File: src/rtl/rvfi_retire_buffer_if.sv
// rvfi_retire_buffer_if: RVFI retirement inputs and the drained-entry stream of the retire buffer.
interface rvfi_retire_buffer_if #(parameter int DEPTH = 8);
    logic                   rvfi_valid;
    logic [4:0]             rvfi_rd_addr;
    logic [31:0]            rvfi_rd_wdata;
    logic [4:0]             rvfi_rs1_addr;
    logic [31:0]            rvfi_rs1_rdata;
    logic [4:0]             rvfi_rs2_addr;
    logic [31:0]            rvfi_rs2_rdata;
    logic                   out_valid;
    logic                   out_ready;
    logic [15:0]            out_seq;
    logic [4:0]             out_rd_addr;
    logic [31:0]            out_rd_wdata;
    logic [4:0]             out_rs1_addr;
    logic [31:0]            out_rs1_rdata;
    logic [4:0]             out_rs2_addr;
    logic [31:0]            out_rs2_rdata;
    logic [$clog2(DEPTH):0] count;
    logic                   overflow;
    logic [7:0]             drop_cnt;
    modport master (
        output rvfi_valid, rvfi_rd_addr, rvfi_rd_wdata, rvfi_rs1_addr, rvfi_rs1_rdata,
               rvfi_rs2_addr, rvfi_rs2_rdata, out_ready,
        input  out_valid, out_seq, out_rd_addr, out_rd_wdata, out_rs1_addr, out_rs1_rdata,
               out_rs2_addr, out_rs2_rdata, count, overflow, drop_cnt
    );
    modport slave (
        input  rvfi_valid, rvfi_rd_addr, rvfi_rd_wdata, rvfi_rs1_addr, rvfi_rs1_rdata,
               rvfi_rs2_addr, rvfi_rs2_rdata, out_ready,
        output out_valid, out_seq, out_rd_addr, out_rd_wdata, out_rs1_addr, out_rs1_rdata,
               out_rs2_addr, out_rs2_rdata, count, overflow, drop_cnt
    );
endinterface

File: src/rtl/rvfi_retire_buffer.sv
// rvfi_retire_buffer: sequence-tagged FIFO of RVFI retirements with sticky overflow and drop count.
// Define RVFI_BUF_FILTER_EN to store only retirements touching register WATCH_REG.
module rvfi_retire_buffer #(
    parameter int DEPTH     = 8,
    parameter int WATCH_REG = 7
) (
    input logic                 clk,
    input logic                 rst,
    rvfi_retire_buffer_if.slave bus
);
    localparam int AW = $clog2(DEPTH);
    localparam int CW = AW + 1;
`ifdef RVFI_BUF_FILTER_EN
    localparam bit FILTER = 1'b1;
`else
    localparam bit FILTER = 1'b0;
`endif

    typedef struct packed {
        logic [15:0] seq;
        logic [4:0]  rd_addr;
        logic [31:0] rd_wdata;
        logic [4:0]  rs1_addr;
        logic [31:0] rs1_rdata;
        logic [4:0]  rs2_addr;
        logic [31:0] rs2_rdata;
    } entry_t;

    entry_t          r_mem [DEPTH];
    logic [AW-1:0]   r_wr;
    logic [AW-1:0]   r_rd;
    logic [CW-1:0]   r_count;
    logic [15:0]     r_seq;
    logic            r_overflow;
    logic [7:0]      r_drop;

    logic            w_hit;
    logic            w_push_req;
    logic            w_full;
    logic            w_pop;
    logic            w_push;
    logic            w_drop;
    entry_t          w_head;

    assign w_hit = (bus.rvfi_rd_addr == 5'(WATCH_REG)) || (bus.rvfi_rs1_addr == 5'(WATCH_REG)) ||
                   (bus.rvfi_rs2_addr == 5'(WATCH_REG));
    assign w_push_req = bus.rvfi_valid && (FILTER ? w_hit : 1'b1);
    assign w_full     = r_count == CW'(DEPTH);
    assign w_pop      = (r_count != '0) && bus.out_ready;
    // When full, a same-edge pop frees the slot the push needs.
    assign w_push     = w_push_req && (!w_full || w_pop);
    assign w_drop     = w_push_req && w_full && !w_pop;

    always_ff @(posedge clk) begin
        if (w_push && rst)
            r_mem[r_wr] <= '{r_seq, bus.rvfi_rd_addr, bus.rvfi_rd_wdata, bus.rvfi_rs1_addr,
                             bus.rvfi_rs1_rdata, bus.rvfi_rs2_addr, bus.rvfi_rs2_rdata};
    end

    always_ff @(posedge clk) begin
        if (!rst) begin
            r_wr       <= '0;
            r_rd       <= '0;
            r_count    <= '0;
            r_seq      <= '0;
            r_overflow <= 1'b0;
            r_drop     <= '0;
        end else begin
            if (w_push) r_wr <= r_wr + 1'b1;
            if (w_pop) r_rd <= r_rd + 1'b1;
            r_count <= r_count + CW'(w_push) - CW'(w_pop);
            if (bus.rvfi_valid) r_seq <= r_seq + 16'd1;
            if (w_drop) r_overflow <= 1'b1;
            if (w_drop && r_drop != 8'hFF) r_drop <= r_drop + 8'd1;
        end
    end

    // Head fields read as zero whenever the buffer is empty, including after reset.
    assign w_head = (r_count != '0) ? r_mem[r_rd] : '0;

    assign bus.out_valid     = r_count != '0;
    assign bus.out_seq       = w_head.seq;
    assign bus.out_rd_addr   = w_head.rd_addr;
    assign bus.out_rd_wdata  = w_head.rd_wdata;
    assign bus.out_rs1_addr  = w_head.rs1_addr;
    assign bus.out_rs1_rdata = w_head.rs1_rdata;
    assign bus.out_rs2_addr  = w_head.rs2_addr;
    assign bus.out_rs2_rdata = w_head.rs2_rdata;
    assign bus.count         = r_count;
    assign bus.overflow      = r_overflow;
    assign bus.drop_cnt      = r_drop;
endmodule
File: src/flat_wrapper.sv
// flat-port wrapper written by rule: the top's interface ports become plain ports
module rvfi_retire_buffer_flat 
#(
    parameter int DEPTH     = 8,
    parameter int WATCH_REG = 7
)
  (clk, rst, bus_rvfi_valid, bus_rvfi_rd_addr, bus_rvfi_rd_wdata, bus_rvfi_rs1_addr, bus_rvfi_rs1_rdata, bus_rvfi_rs2_addr, bus_rvfi_rs2_rdata, bus_out_ready, bus_out_valid, bus_out_seq, bus_out_rd_addr, bus_out_rd_wdata, bus_out_rs1_addr, bus_out_rs1_rdata, bus_out_rs2_addr, bus_out_rs2_rdata, bus_count, bus_overflow, bus_drop_cnt);
  rvfi_retire_buffer_if #(.DEPTH(DEPTH)) bus_i ();
  input logic clk;
  input logic rst;
  input wire logic [$bits(bus_i.rvfi_valid)-1:0] bus_rvfi_valid;
  input wire logic [$bits(bus_i.rvfi_rd_addr)-1:0] bus_rvfi_rd_addr;
  input wire logic [$bits(bus_i.rvfi_rd_wdata)-1:0] bus_rvfi_rd_wdata;
  input wire logic [$bits(bus_i.rvfi_rs1_addr)-1:0] bus_rvfi_rs1_addr;
  input wire logic [$bits(bus_i.rvfi_rs1_rdata)-1:0] bus_rvfi_rs1_rdata;
  input wire logic [$bits(bus_i.rvfi_rs2_addr)-1:0] bus_rvfi_rs2_addr;
  input wire logic [$bits(bus_i.rvfi_rs2_rdata)-1:0] bus_rvfi_rs2_rdata;
  input wire logic [$bits(bus_i.out_ready)-1:0] bus_out_ready;
  output wire logic [$bits(bus_i.out_valid)-1:0] bus_out_valid;
  output wire logic [$bits(bus_i.out_seq)-1:0] bus_out_seq;
  output wire logic [$bits(bus_i.out_rd_addr)-1:0] bus_out_rd_addr;
  output wire logic [$bits(bus_i.out_rd_wdata)-1:0] bus_out_rd_wdata;
  output wire logic [$bits(bus_i.out_rs1_addr)-1:0] bus_out_rs1_addr;
  output wire logic [$bits(bus_i.out_rs1_rdata)-1:0] bus_out_rs1_rdata;
  output wire logic [$bits(bus_i.out_rs2_addr)-1:0] bus_out_rs2_addr;
  output wire logic [$bits(bus_i.out_rs2_rdata)-1:0] bus_out_rs2_rdata;
  output wire logic [$bits(bus_i.count)-1:0] bus_count;
  output wire logic [$bits(bus_i.overflow)-1:0] bus_overflow;
  output wire logic [$bits(bus_i.drop_cnt)-1:0] bus_drop_cnt;
  assign bus_i.rvfi_valid = bus_rvfi_valid;
  assign bus_i.rvfi_rd_addr = bus_rvfi_rd_addr;
  assign bus_i.rvfi_rd_wdata = bus_rvfi_rd_wdata;
  assign bus_i.rvfi_rs1_addr = bus_rvfi_rs1_addr;
  assign bus_i.rvfi_rs1_rdata = bus_rvfi_rs1_rdata;
  assign bus_i.rvfi_rs2_addr = bus_rvfi_rs2_addr;
  assign bus_i.rvfi_rs2_rdata = bus_rvfi_rs2_rdata;
  assign bus_i.out_ready = bus_out_ready;
  assign bus_out_valid = bus_i.out_valid;
  assign bus_out_seq = bus_i.out_seq;
  assign bus_out_rd_addr = bus_i.out_rd_addr;
  assign bus_out_rd_wdata = bus_i.out_rd_wdata;
  assign bus_out_rs1_addr = bus_i.out_rs1_addr;
  assign bus_out_rs1_rdata = bus_i.out_rs1_rdata;
  assign bus_out_rs2_addr = bus_i.out_rs2_addr;
  assign bus_out_rs2_rdata = bus_i.out_rs2_rdata;
  assign bus_count = bus_i.count;
  assign bus_overflow = bus_i.overflow;
  assign bus_drop_cnt = bus_i.drop_cnt;
  rvfi_retire_buffer #(.DEPTH(DEPTH), .WATCH_REG(WATCH_REG)) u_core (.clk(clk), .rst(rst), .bus(bus_i));
endmodule
File: config.mk
export PLATFORM = sky130hd
export DESIGN_NAME = rvfi_retire_buffer_flat
export DESIGN_NICKNAME = d
export VERILOG_FILES = /design/src/rtl/rvfi_retire_buffer_if.sv /design/src/rtl/rvfi_retire_buffer.sv /design/src/flat_wrapper.sv
export SDC_FILE = /design/constraint.sdc
export NUM_CORES = 1
export LEC_CHECK = 0
export CORE_MARGIN = 2
export CORE_UTILIZATION = 35
export DETAILED_ROUTE_END_ITERATION = 8
export GPL_TIMING_DRIVEN = 0
export PLACE_DENSITY = 0.61
export SLEW_MARGIN = 15
export SYNTH_ARGS = -nofsm -noshare
export SYNTH_HDL_FRONTEND = slang
export SYNTH_SLANG_ARGS = --single-unit
File: constraint.sdc
create_clock -name clk -period 24.2 [get_ports clk]
set_input_delay 4.84 -clock clk [delete_from_list [all_inputs] [get_ports clk]]
set_output_delay 4.84 -clock clk [all_outputs]
set_load 0.005 [all_outputs]
==> impl_metrics.py, run 1 <==
metrics = {
    "logic_synthesis": {
        "yosysWarnings": 0,
        "synth_nets": 1941,
        "syn-cell-area_um2": 40150,
        "ys_seq_elements": 1054,
        "yosysSeqAreaShare": 0.7789,
        "synth_edf_count": 1016,
        "synthCells": 1815,
        "ys_async_sr_fraction": 0,
        "syn_avg_cell_area_um2": 22.12,
        "yosys_most_used_dff": "edfxtp_1",
        "yosysUniqueCellTypes": 40,
    },
    "clock_network": {
        "clk_pin_slew_ns": 0.06,
        "cts_resized": 0,
        "cts_setup_buffers": 0,
        "cts_hold_buf": 0,
        "cts.sinks": 1054,
        "cts.path.max_buffers": 3,
        "clk_latency_ns": 0.69,
        "numCtsBuffers": 110,
        "cts_root_buffer": "clkbuf_16",
        "h-tree-depth": 3,
        "cts_tree": "yes",
    },
    "sta": {
        "max_freq_mhz": 109.1,
        "rsz0062_at_grt": "no",
        "hold_ws_ns": 0.4897,
        "final.period_utilization": 0.3788,
        "hold_violations": 0,
        "fin_tns_setup_ns": 0,
        "drv_slew": 0,
        "setup_violations": 0,
        "clock_skew_ns": 0.01584,
        "tightestPinTransition_ns": 0.9668,
        "min_period_ns": 9.166,
        "maxSlewHeadroom": 0.3554,
    },
    "grt": {
        "grt-ovfl-total": 0,
        "antenna_found_initial": 14,
        "grt_pass1_vias": 20920,
        "grt_pass1_wl_um": 141000,
        "grt_max_degree": 21,
        "grt.total_usage": 0.1655,
    },
    "layout": {
        "nFillCells": 9738,
        "final_cell_mix": "1016 x edfxtp_1, 254 x mux4_2, 253 x clkdlybuf4s50_1",
        "syn_to_final_growth_pct": 23.47,
        "drive_gt1_frac": 0.2520,
        "multi_input_area_um2": 8484,
        "regArea_um2": 31270,
        "fin_nets": 2457,
        "final_util": 0.4347,
        "layout_commonest_cell": "edfxtp_1",
        "fin_area_um2": 49570,
    },
    "worst_setup_path": {
        "cp-start-kind": "register",
        "rr_worst_depth": 14,
        "reg2reg_from": "u_core.bus.count[2]",
        "reg2reg_to": "u_core.r_mem[0][91]",
        "cp-end-kind": "primary output",
        "crit_fanout": 10,
        "cp.required_ns": 19.36,
        "r2r_setup_slack_ns": 20.48,
        "path_class": "reg -> out",
        "cp.arrival_ns": 4.33,
    },
    "drt": {
        "vias_per_cell": 5.005,
        "dr.pass1.iters": 5,
        "first_iter_violations": 1757,
        "drc": 0,
        "finalWirelength_um": 97450,
        "ant_nets": 0,
        "vias": 19710,
        "wl_per_cell_um": 24.74,
    },
    "floorplanning": {
        "num_rows": 124,
        "core_um2": 114000,
        "pin_count": 256,
        "die_w_um": 342.7,
        "start_util": 0.3521,
        "fp.dieH_um": 342.7,
        "dieArea_um2": 117400,
    },
    "power": {
        "comb_power_share": 0.243,
        "pwr-share-clk": 0.335,
        "p_sw_mw": 1.305,
        "power_leakage_nw": 15.35,
        "p_int_mw": 3.609,
        "ir_worst_vdd_v": 0.00006249,
        "seqPwrFrac": 0.423,
        "total_power_mw": 4.915,
        "switching_share": 0.2656,
        "power_density_nw_per_um2": 99.15,
    },
    "hold_path": {
        "min_from": "u_core.bus.drop_cnt[5]",
        "min_to": "u_core.bus.drop_cnt[5]",
        "min_path_type": "reg -> reg",
        "hold_depth": 2,
    },
    "place": {
        "gp_congestion": 0.7130,
        "hpwlAfterDp_um": 65690,
        "portBuffers": 253,
        "placed_area_um2": 46020,
    },
    "outcome": {
        "outcome": "completed",
    },
    "job": {
        "cap_viol_max_count": 0,
    },
}
[synthesized netlist by cell type (2+ instances only)]
cell      number  share of area
nand4_1        6        0.00094
and2_1         2        0.00031
buf_1         15         0.0014
ha_1          10         0.0031
o21ai_0        6        0.00075
nand3b_1       3        0.00056
or3_1          4        0.00062
clkinv_1       2        0.00019
buf_2         34         0.0042
nor4_1         8         0.0012
nand2_1       12         0.0011
xnor2_1       10         0.0022
edfxtp_1    1016           0.76
mux4_2       254           0.14
mux2i_1      130          0.032
clkbuf_1      42         0.0039
or4_1          3        0.00056
nor3_1         3        0.00037
and4_1         3        0.00065
o31ai_1        3        0.00056
inv_1         14         0.0013
xor2_1         6         0.0013
nand3_1        8         0.0010
nor2_1       152          0.014
a21oi_1       13         0.0016
dfxtp_1       38          0.019
nor3b_1        2        0.00037
nand2b_1       4        0.00062
[cells by family (layout without fill, tap and decap cells)]
group | count (synthesis) | in the layout | share of synthesized area
multiplexers | 384 | 384 | 0.1749
adder cells (fa/ha/maj) | 11 | 11 | 0.003615
buffers and inverters | 107 | 713 | 0.01106
flip-flops | 1054 | 1054 | 0.7789
other | 0 | 6 | 0
XOR/XNOR | 16 | 16 | 0.003490
AND/OR/NAND/NOR | 215 | 215 | 0.02390
AO/OA/AOI/OAI | 28 | 28 | 0.004145
[power by group through the flow]
stage                     logic, mW  registers, mW  clock network [mW]
after global placement         1.20           2.17                   0
after floorplan               0.623           2.13                   0
after CTS                      1.23           2.08                1.68
after global routing           1.29           2.08                1.75
final                          1.19           2.08                1.64
after detailed placement       1.22           2.12                   0
[worst max-delay path by stage]
stage	from	endpoint	cells after the start
final	u_core.bus.count[1]	bus_out_rd_wdata[29]	7
after global routing	u_core.bus.count[1]	bus_out_rd_wdata[29]	7
after CTS	u_core.bus.count[1]	bus_out_rd_wdata[22]	7
after detailed placement	bus_out_ready	u_core.r_mem[0][87]	13
after global placement	bus_out_ready	u_core.r_mem[1][85]	5
after floorplan	rst	u_core.r_mem[0][0]	3
[state kept, by name, summed over array words and instances, names as in the netlist, named ones only]
name                 cells
u_core.bus.count         4
u_core.bus.drop_cnt      8
u_core.r_mem          1016
u_core.r_rd              3
u_core.r_seq            16
u_core.bus.overflow      1
u_core.r_wr              3
[worst max-delay path, stage by stage, from the launching register on]
cell and delay, ns:
dfxtp_1 0.38, nor2_1 0.22, and2_1 0.21, buf_2 0.71
clkbuf_1 0.57, clkbuf_1 0.71, nor2_1 0.29, clkdlybuf4s50_1 0.52
[layout make-up]
class,instances,share of cell area
diodes,6,0.0003029
plain buffers,91,0.007825
clock buffers,133,0.05770
clock inverters,69,0.01355
inverters,16,0.001212
multi-input cells,654,0.1712
flip-flops and latches,1054,0.6308
well taps,1512,0.03817
repair buffers,404,0.07923
[metal layers]
metal,track usage,routed length (um),part of all wire,vias up
li1,-,-,-,8575
met1,0.2190,40750,0.42,10440
met2,0.2733,48390,0.50,565
met3,0.03768,6373,0.065,120
met4,0.04898,1864,0.019,14
met5,0,77,0.00079,-
[per-stage QoR]
step                std cells  setup slack [ns]
floorplan                1815             6.119
global placement         3580            -9.379
detailed placement       3731             15.65
CTS                      3933             14.89
global route             3936             14.83
finish                   3939             15.03
Note: power is estimated with default switching activity, not from simulation.
==> run 2, diff against run 1 <==
Clock period 24.2 ns to 9.6 ns, I/O delays scaled along.
==> run 2 against run 1 <==
Compared with the run above:
- critical path depth stayed put
- utilization is 0.17 points higher
- clock skew is 0.017 ns higher
==> impl_metrics.py, run 2 (synthesis gave the netlist of run 1 again) <==
metrics = {
    "outcome": {
        "outcome": "completed",
    },
    "place": {
        "portBuffers": 253,
        "hpwlAfterDp_um": 63640,
        "gp_congestion": 0.7521,
    },
    "grt": {
        "grt-ovfl-total": 0,
        "use_met1": 0.2204,
        "grt.total_usage": 0.1638,
        "top_usage_layer": "met2",
        "grt_max_degree": 21,
        "grtUsageMet3": 0.03396,
        "grt_pass1_wl_um": 139900,
        "grt_use_met2": 0.2703,
        "grt_pass1_vias": 20760,
        "antenna_found_initial": 13,
    },
    "power": {
        "seqPwrFrac": 0.421,
        "pwr-share-clk": 0.338,
        "power_density_nw_per_um2": 250.0,
        "switching_share": 0.2620,
        "p_sw_mw": 3.260,
        "power_leakage_nw": 15.20,
        "total_power_mw": 12.44,
        "comb_power_share": 0.241,
        "p_int_mw": 9.180,
        "ir_worst_vdd_v": 0.0001523,
    },
    "clock_network": {
        "cts_setup_buffers": 0,
        "cts.sinks": 1054,
        "cts.path.max_buffers": 3,
        "cts_resized": 0,
        "clk_latency_ns": 0.70,
        "clk_pin_slew_ns": 0.06,
        "cts_tree": "yes",
        "cts_hold_buf": 0,
        "numCtsBuffers": 111,
        "cts_root_buffer": "clkbuf_16",
        "h-tree-depth": 3,
    },
    "floorplanning": {
        "start_util": 0.3521,
        "core_um2": 114000,
        "dieArea_um2": 117400,
        "num_rows": 124,
        "die_w_um": 342.7,
        "pin_count": 256,
        "fp.dieH_um": 342.7,
    },
    "worst_setup_path": {
        "cp.required_ns": 7.68,
        "cp-end-kind": "primary output",
        "crit_family": "buffers and inverters",
        "slowest_delay_ns": 0.63,
        "path_cells": "nor2_1, and2_1, buf_2, clkbuf_1, clkbuf_1, nor2_1, clkdlybuf4s50_1",
        "path_class": "reg -> out",
        "crit_fanout": 10,
        "cp.arrival_ns": 4.12,
        "cp.buffers_inverters": 4,
        "cp-start-kind": "register",
        "critPathSlowestCell": "buf_2",
    },
    "layout": {
        "nFillCells": 9730,
        "final_cell_mix": "1016 x edfxtp_1, 254 x mux4_2, 253 x clkdlybuf4s50_1",
        "layout_commonest_cell": "edfxtp_1",
        "syn_to_final_growth_pct": 23.95,
        "multi_input_area_um2": 8523,
        "regArea_um2": 31270,
        "fin_nets": 2405,
        "largest_reg_flops": 1016,
        "top_register": "u_core.r_mem",
        "drive_gt1_frac": 0.2357,
    },
    "sta": {
        "clock_skew_ns": 0.03238,
        "maxSlewHeadroom": 0.3214,
        "setup_violations": 0,
        "fin_tns_setup_ns": 0,
        "max_freq_mhz": 165.4,
        "min_period_ns": 6.045,
        "final.period_utilization": 0.6297,
        "tightestPinTransition_ns": 1.018,
        "drv_slew": 0,
        "hold_violations": 0,
        "rsz0062_at_grt": "no",
    },
    "drt": {
        "drc": 0,
        "wl_per_cell_um": 24.88,
        "finalWirelength_um": 96750,
        "dr.pass1.iters": 5,
        "vias_per_cell": 5.029,
        "vias": 19560,
        "ant_nets": 0,
        "first_iter_violations": 1731,
    },
    "hold_path": {
        "min_path_type": "reg -> reg",
    },
    "job": {
        "cap_viol_max_count": 0,
    },
}
run 2: cell type report:
class / count / share of cell area
sequential: 1054 / 0.6284
clock buffer: 144 / 0.06017
timing repair buffer: 351 / 0.08069
clock inverter: 62 / 0.01219
multi-input combinational: 654 / 0.1713
inverter: 16 / 0.001207
buffer: 91 / 0.007795
tap: 1512 / 0.03802
antenna: 5 / 0.0002514
run 2: per-stage QoR:
step	util	cells	instance area [um^2]	hold WS (ns)	setup slack, ns
final	0.4364	3889	49760	0.4751	3.555
after CTS	0.4363	3884	49750	0.4770	3.375
after floorplan	-	1815	40180	0.4642	-0.2181
after global placement	0.3911	3580	44600	0.4555	-9.118
after global routing	0.4363	3885	49750	0.5038	3.332
after detailed placement	0.4047	3678	46150	0.4584	4.112
run 2: layer usage:
| layer | vias up | share of wire |
|---|---|---|
| met5 | - | 0.00041 |
| li1 | 8474 | - |
| met2 | 636 | 0.49 |
| met4 | 6 | 0.020 |
| met3 | 125 | 0.069 |
| met1 | 10320 | 0.42 |
run 2: worst paths after layout:
check                            from                   to  slack (ns)  cells past startpoint
hold reg to reg   u_core.bus.overflow  u_core.bus.overflow        0.48                      1
setup / recovery  u_core.bus.count[1]   bus_out_rd_addr[3]        3.56                      7
hold / removal    u_core.bus.overflow  u_core.bus.overflow        0.48                      1
setup reg to reg  u_core.bus.count[2]  u_core.r_mem[2][91]        6.12                     13
run 2: power groups by stage:
stage	sequential [mW]	combinational (mW)	clock (mW)
floorplan	5.35	1.57	0
finish	5.24	3.00	4.20
global route	5.25	3.24	4.49
global placement	5.40	3.00	0
CTS	5.24	3.09	4.31
detailed placement	5.34	3.08	0
